$ cat src/rtl/spi_mst_arb.sv
// Round-robin arbiter that lets NREQ requesters share one SPI master.
// Each transaction is launched, waits for master busy (with timeout), and returns the read payload.
module spi_mst_arb #(
  parameter int NREQ     = 4,
  parameter int BUSY_TMO = 8
) (
  input  logic                 clk,
  input  logic                 rstn,
  input  logic [NREQ-1:0]      req_vld,
  input  logic [4*NREQ-1:0]    req_len,
  input  logic [128*NREQ-1:0]  req_data,
  output logic [NREQ-1:0]      req_rdy,
  output logic [NREQ-1:0]      rsp_vld,
  output logic [127:0]         rsp_data,
  output logic                 rsp_err,
  output logic [127:0]         mst_wfifo,
  output logic [7:0]           mst_ctrl,
  input  logic [127:0]         mst_rfifo,
  input  logic [7:0]           mst_status
);

  localparam int GW = (NREQ > 1) ? $clog2(NREQ) : 1;

  typedef enum logic [2:0] {
    IDLE      = 3'd0,
    LAUNCH    = 3'd1,
    WAIT_BUSY = 3'd2,
    WAIT_DONE = 3'd3,
    RESP      = 3'd4
  } state_t;

  state_t          state_r;
  logic [GW-1:0]   last_grant_r;
  logic [GW-1:0]   grant_r;
  logic [7:0]      tmo_cnt_r;
  logic [GW-1:0]   gnt_idx_s;
  logic            gnt_any_s;
  logic            busy_s;
  logic            unused_status_s;

  assign busy_s          = mst_status[7];
  assign unused_status_s = ^mst_status[6:0];

  function automatic logic [NREQ-1:0] onehot(input logic [GW-1:0] idx);
    onehot = {{(NREQ-1){1'b0}}, 1'b1} << idx;
  endfunction

  // Round-robin pick: descending scan so the nearest requester after last_grant overwrites the rest.
  always_comb begin
    logic [GW-1:0] cand_v;
    gnt_idx_s = '0;
    cand_v    = '0;
    gnt_any_s = |req_vld;
    for (int k = NREQ; k >= 1; k--) begin
      cand_v    = GW'((int'(last_grant_r) + k) % NREQ);
      gnt_idx_s = req_vld[cand_v] ? cand_v : gnt_idx_s;
    end
  end

  // Transaction FSM with all outputs registered.
  always_ff @(posedge clk or negedge rstn) begin
    if (!rstn) begin
      state_r      <= IDLE;
      last_grant_r <= GW'(NREQ - 1);
      grant_r      <= '0;
      tmo_cnt_r    <= 8'd0;
      req_rdy      <= '0;
      rsp_vld      <= '0;
      rsp_err      <= 1'b0;
      rsp_data     <= 128'h0;
      mst_wfifo    <= 128'h0;
      mst_ctrl     <= 8'h00;
    end else begin
      req_rdy  <= '0;
      rsp_vld  <= '0;
      rsp_err  <= 1'b0;
      mst_ctrl <= 8'h00;
      case (state_r)
        IDLE: begin
          if (gnt_any_s) begin
            grant_r      <= gnt_idx_s;
            last_grant_r <= gnt_idx_s;
            req_rdy      <= onehot(gnt_idx_s);
            mst_wfifo    <= req_data[gnt_idx_s*128 +: 128];
            mst_ctrl     <= {1'b1, 3'b000, req_len[gnt_idx_s*4 +: 4]};
            tmo_cnt_r    <= 8'd0;
            state_r      <= LAUNCH;
          end else begin
            state_r <= IDLE;
          end
        end
        LAUNCH: begin
          state_r <= WAIT_BUSY;
        end
        WAIT_BUSY: begin
          if (busy_s) begin
            state_r <= WAIT_DONE;
          end else if (tmo_cnt_r == 8'(BUSY_TMO)) begin
            // Timeout fires once BUSY_TMO idle cycles have been counted.
            rsp_vld  <= onehot(grant_r);
            rsp_err  <= 1'b1;
            rsp_data <= 128'h0;
            state_r  <= RESP;
          end else begin
            tmo_cnt_r <= tmo_cnt_r + 8'd1;
          end
        end
        WAIT_DONE: begin
          if (!busy_s) begin
            rsp_vld  <= onehot(grant_r);
            rsp_data <= mst_rfifo;
            state_r  <= RESP;
          end else begin
            state_r <= WAIT_DONE;
          end
        end
        RESP: begin
          state_r <= IDLE;
        end
        default: begin
          state_r <= IDLE;
        end
      endcase
    end
  end

endmodule

$ cat config.mk
export PLATFORM = sky130hd
export DESIGN_NAME = spi_mst_arb
export DESIGN_NICKNAME = d
export VERILOG_FILES = /design/src/rtl/spi_mst_arb.sv
export SDC_FILE = /design/constraint.sdc
export NUM_CORES = 1
export LEC_CHECK = 0
export BUFFER_PORTS_ARGS = -buffer_cell sky130_fd_sc_hd__buf_2
export CAP_MARGIN = 20
export CORE_AREA = 2 2 369 371
export CTS_CLUSTER_DIAMETER = 120
export CTS_CLUSTER_SIZE = 30
export DETAILED_ROUTE_END_ITERATION = 12
export DIE_AREA = 0 0 371 373
export PLACE_DENSITY_LB_ADDON = 0.25
export SETUP_SLACK_MARGIN = 0.05
export SYNTH_ARGS = -nofsm -noshare
export SYNTH_HDL_FRONTEND = slang
export SYNTH_SLANG_ARGS = --single-unit
$ cat constraint.sdc
create_clock -name clk -period 5.3 [get_ports clk]
set_input_delay 1.06 -clock clk [delete_from_list [all_inputs] [get_ports clk]]
set_output_delay 1.06 -clock clk [all_outputs]
set_load 0.05 [all_outputs]
# After elaboration in Yosys (flattened, before gate mapping)
# Index checks and enable logic that the tools add are counted.
# totals
mem_count	0
ff_bits	288
latch_bits	0
ramBits	0
in_bits	670
rom_bits	0
wordCells	76
output_inout_bits	273
# op_classes
eq_ne	10
mul	0
order_cmp	4
mux	36
div	0
shifts	4
addsub	5
bitwise	0
reduce_logical	7
# op_table
op	n
variable part select 512 x 10 -> 128 bit	1
2-to-1 mux 128 bit	3
case mux 128 bit (2 select lines)	1
2-to-1 mux 8 bit	5
2-to-1 mux 4 bit	5
case mux 8 bit (2 select lines)	1
variable part select 16 x 5 -> 4 bit	1
less-than comparator 2 x 3 -> 1 bit (second input constant)	4
case mux 3 bit (4 select lines)	1
inequality test 2 bit (second input constant)	5
2-to-1 mux 3 bit	3
adder 8 x 1 -> 8 bit (second input constant)	1
binary-select mux 1 bit (select 2 bit)	4
== test 8 x 4 -> 1 bit (second input constant)	1
2-to-1 mux 1 bit	8
2-to-1 mux 2 bit	4
case mux 4 bit (2 select lines)	1
AND reduction 4 bit	2
left shift 1 x 2 -> 4 bit (first input constant)	2
== test 3 x 2 -> 1 bit (second input constant)	2
adder 2 x 1 -> 2 bit (second input constant)	2
adder 2 bit (second input constant)	2
nonzero test 2 bit	2
OR reduction 4 bit	1
4 further kinds	4

# Logic depth before layout (Yosys ltp)
# depth
word_depth	10
depth_mapped	11
depth_no_buf	8

# Worst setup path before layout
# OpenSTA, ideal clock, no wires.
# synth_timing
path_type	input-to-reg
startpoint	in req_vld[0]
endpoint	reg mst_wfifo[100]
t_arrival_ns	2.482
slack_ns	2.731
t_required_ns	5.213
cell_stages	8
setup_time_ns	0.087
cell_sequence	o41ai_2 -> inv_2 -> nand3_2 -> buf_6 -> buf_6 -> buf_2 -> a221oi_1 -> a211oi_2
# synth_via
elab_chain_cells	7
# synth_rtl
element	line_no	text
start: declaration	9	input logic [NREQ-1:0] req_vld,
binary-select mux 1 bit (select 2 bit)	56	gnt_idx_s = req_vld[cand_v] ? cand_v : gnt_idx_s;
2-to-1 mux 1 bit (implied by the code)	56	
2-to-1 mux 2 bit (4 in a row)	56	
variable part select 512 x 10 -> 128 bit	84	mst_wfifo <= req_data[gnt_idx_s*128 +: 128];
end signal: assignment	84	
end: declaration	16	output logic [127:0] mst_wfifo,
# Parallel ways exist; a longest one is shown, timed or not. The select of a mux whose other input is x is not followed.
# A chain may end at the register's enable or synchronous reset.

# Worst setup path after layout
# layout_timing
startpoint	in req_vld[3]
endpoint	reg mst_wfifo[41]
# Same word-level chain as after synthesis.

==> impl_table.tex <==
\begin{tabular}{lr}
\hline
Metric & Value \\
\hline
\multicolumn{2}{l}{\textbf{Outcome}} \\
Outcome & complete, no violations \\
\multicolumn{2}{l}{\textbf{Worst setup path}} \\
Delay of the slowest critical-path stage & roughly 0.61 ns \\
Top cell family by delay on the critical path & compound AO/OA/AOI/OAI gates \\
Setup CP Type & input pin to flip-flop \\
Critical path data required time & between 5 and 6 ns \\
Category of the worst setup path capture point & flip-flop \\
Type of origin of the critical path & input pin \\
Endpoint arrival time on the critical path & around 3.7 ns \\
CP Cell Sequence & buf\_2, or3b\_4, o21ai\_2, a21o\_4, buf\_4, mux2i\_1, a211oi\_2 \\
Setup slack on the worst flop-to-flop path & roughly 2.2 ns \\
Slowest cell on the critical path & a21o\_4 \\
Total buffers and inverters traversed by the critical path & 2 \\
Critical Path Fanout Max & 49 \\
\multicolumn{2}{l}{\textbf{Timing}} \\
Minimum clock period after layout & approximately 3.2 ns \\
Unrepaired setup endpoints after global routing & false \\
Summed negative setup slack over all endpoints & 0 ns \\
Final worst-path cycle share & 0.6048 \\
Pin slew with the least headroom to its limit & between 1 and 1.5 ns \\
Maximum clock rate & between 300 and 400 MHz \\
Total of endpoints with negative setup slack in the final report & 0 \\
Hold Violations, Final & 0 \\
Number of slew-limit violations in the final report & 0 \\
Final Skew & roughly 0.039 ns \\
Fin Hold WS & 0.3738 ns \\
Slew Limit Headroom & 0.3128 \\
\multicolumn{2}{l}{\textbf{Floorplanning}} \\
Num ports & approximately 940 \\
Starting density of the core & 0.1153 \\
Die X & around 370 um \\
Die Outline Area & 0.1384 mm2 \\
Floorplan core area & between 0.1 and 0.15 mm2 \\
Vertical die dimension & 373 um \\
Number of core rows & 135 \\
\multicolumn{2}{l}{\textbf{Clock network}} \\
Clock Pin Slew Worst Setup and Hold Paths & $\sim$0.13 ns \\
Deepest level of the CTS H-tree & 1 \\
Worst skew pair latency & just over 0.6 ns \\
Maximum root-to-sink buffer count & 3 \\
Post-CTS setup buffers & 0 \\
Clock buffers created by TritonCTS & 20 \\
Quantity of gates resized following cts & 0 \\
CTS Sinks & 285 \\
CTS Root Cell & clkbuf\_16 \\
Post-cts hold buffer count & 0 \\
CTS tree & built \\
\multicolumn{2}{l}{\textbf{Yosys}} \\
Area of the mapped netlist & around 0.016 mm2 \\
Cell type with the highest aggregate area in the netlist & dfrtp\_1 \\
Share of the yosys chip area belonging to registers & 0.4596 \\
Largest cells by area after synthesis & dfrtp\_1 (46\%), a211oi\_2 (9.7\%), mux2i\_1 (8.8\%) \\
Number of different library cells in the post-synthesis netlist & between 40 and 50 \\
Fraction of post-synthesis cell area in the top cell type by area & 0.4562 \\
Commonest register cell after synthesis & dfrtp\_1 \\
Post-synthesis register bit count & between 200 and 300 \\
Yosys warns & 0 \\
Average instance area after synthesis & 9.863 um2 \\
Async set-reset flop share out of synthesis & 1.000 \\
Number of enable-type register cells in the synthesized netlist & 0 \\
Gate Count Post-Synth & about 1.6k \\
\multicolumn{2}{l}{\textbf{Placement}} \\
Number of buffers inserted by port buffering & around 930 \\
Number of placed cells counting well taps & 4172 \\
Post-detailed-placement cell area & 0.02202 mm2 \\
RD Place Congestion & about 0.84 \\
Final HPWL from detailed placement & about 76000 um \\
\multicolumn{2}{l}{\textbf{GRT}} \\
Global-route wire length before repair & 132300 um \\
Global router's overall resource usage & 0.1339 \\
Antenna violations before repair & 84 \\
Total congestion overflow & 0 \\
Largest net degree at the start of global routing & 97 \\
Number of global-route vias before repair & around 16k \\
\multicolumn{2}{l}{\textbf{Final layout}} \\
Non-filler cells in the finished layout & about 4.2k \\
Fill cell total of the finished layout & 15.37k \\
Area Growth Syn to Fin & 47.03\% \\
Finished Cell Area & approximately 0.023 mm2 \\
Number of nets in the final layout & around 3.1k \\
Share of layout cells above drive strength 1 & 0.4738 \\
\multicolumn{2}{l}{\textbf{Route}} \\
Routed length per placed instance & 23.28 um \\
Post-detailed-route via-to-cell ratio & 3.851 \\
First-pass iteration count of the detailed router & 5 \\
DRC errors left & 0 \\
Aggregate routed wire length & 98230 um \\
Detailed router's first-iteration violation count & 941 \\
DRT antenna net count & 0 \\
Vias post-DR & between 15k and 20k \\
\multicolumn{2}{l}{\textbf{Power}} \\
Static leakage & roughly 11 nW \\
PnR Total Power & 15.24 mW \\
Areal power density over the cells & $\sim$670 mW/mm2 \\
Worst VDD drop & 322.9 uV \\
\multicolumn{2}{l}{\textbf{Flow run}} \\
\# Max-Cap Violations & 0 \\
\multicolumn{2}{l}{\textbf{Min path}} \\
Worst hold-check path type & input pin to async pin \\
\hline
\end{tabular}
-- final timing paths --
kind	cells past startpoint	end	from
max in group asynchronous	2	mst_wfifo[61]$_DFFE_PN0P_	rstn
worst min-delay path	1	rsp_data[67]$_DFFE_PN0P_	rstn
worst max-delay path	7	mst_wfifo[41]$_DFFE_PN0P_	req_vld[3]
worst max register to register	9	rsp_data[101]$_DFFE_PN0P_	tmo_cnt_r[0]$_DFFE_PN0P_
worst min register to register	2	rsp_data[126]$_DFFE_PN0P_	rsp_data[126]$_DFFE_PN0P_
min in group clk	2	rsp_data[126]$_DFFE_PN0P_	rsp_data[126]$_DFFE_PN0P_
-- layer usage --
metal	GRT usage	up-vias	share of wire
met5	0	-	0.0052
met1	0.1504	7901	0.38
met4	0.02460	80	0.021
met3	0.04495	198	0.085
li1	-	7398	-
met2	0.2439	675	0.51
-- Yosys cell counts, types with 4 or more instances --
cell      number
nand2_1      269
buf_1          5
clkbuf_1     105
nand3_1      128
buf_6          7
a211oi_2     120
a221oi_1     128
dfrtp_1      283
buf_4          5
buf_2         30
o22ai_1        5
inv_1          6
nor3_1         4
a211oi_1       9
buf_12        11
mux2i_1      137
and3_1       132
nor2_1       143
a21oi_1        7
-- power breakdown --
group / total [mW] / leakage, nW / internal, mW / switching, mW
Sequential: 3.80 / 3.53 / 3.23 / 0.571
Combinational: 9.44 / 7.56 / 2.29 / 7.16
Clock: 2.00 / 0.369 / 0.895 / 1.10
-- placed cells by master, fill, tap and decap left out, drive strengths merged, types with 3 or more instances in the layout --
master,n
dfrtp,283
a221oi,128
conb,3
nand3,129
diode,12
clkinv,5
nand2,269
clkbuf,22
inv,14
nor3,4
and3,132
a21oi,7
xor2,3
nor2,143
buf,978
o22ai,5
nand2b,3
mux2i,137
a211oi,129
-- state kept, by name, indices dropped and copies added (netlist names) --
register      cells
rsp_vld           4
mst_ctrl          5
req_rdy           4
state_r           3
tmo_cnt_r         8
last_grant_r      2
rsp_err           1
rsp_data        128
mst_wfifo       128
grant_r           2
-- cells by family after synthesis --
family,after synthesis,share of synthesized area
AND/OR/NAND/NOR,696,0.2054
flip-flops,285,0.4596
AO/OA/AOI/OAI,277,0.1819
buffers and inverters,171,0.05989
multiplexers,138,0.08906
XOR/XNOR,4,0.002257
adder cells (fa/ha/maj),2,0.001612
other,1,0.0002416
-- through the flow --
step / setup WS (ns) / util
final: 2.095 / 0.1695
after global routing: 1.954 / 0.1694
after CTS: 2.112 / 0.1693
after detailed placement: 1.469 / 0.1636
after global placement: 1.439 / 0.1636
after floorplan: 2.731 / -
-- cell type report --
class,count,area (um2),area share
antenna,12,30.03,0.001316
clock buffer,22,529.3,0.02319
clock inverter,14,244.0,0.01069
inverter,8,37.54,0.001645
multi-input combinational,1120,7513,0.3292
sequential,285,7134,0.3126
tap,1781,2228,0.09763
timing repair buffer,978,5107,0.2238
Power figures use the tool's default switching activity.
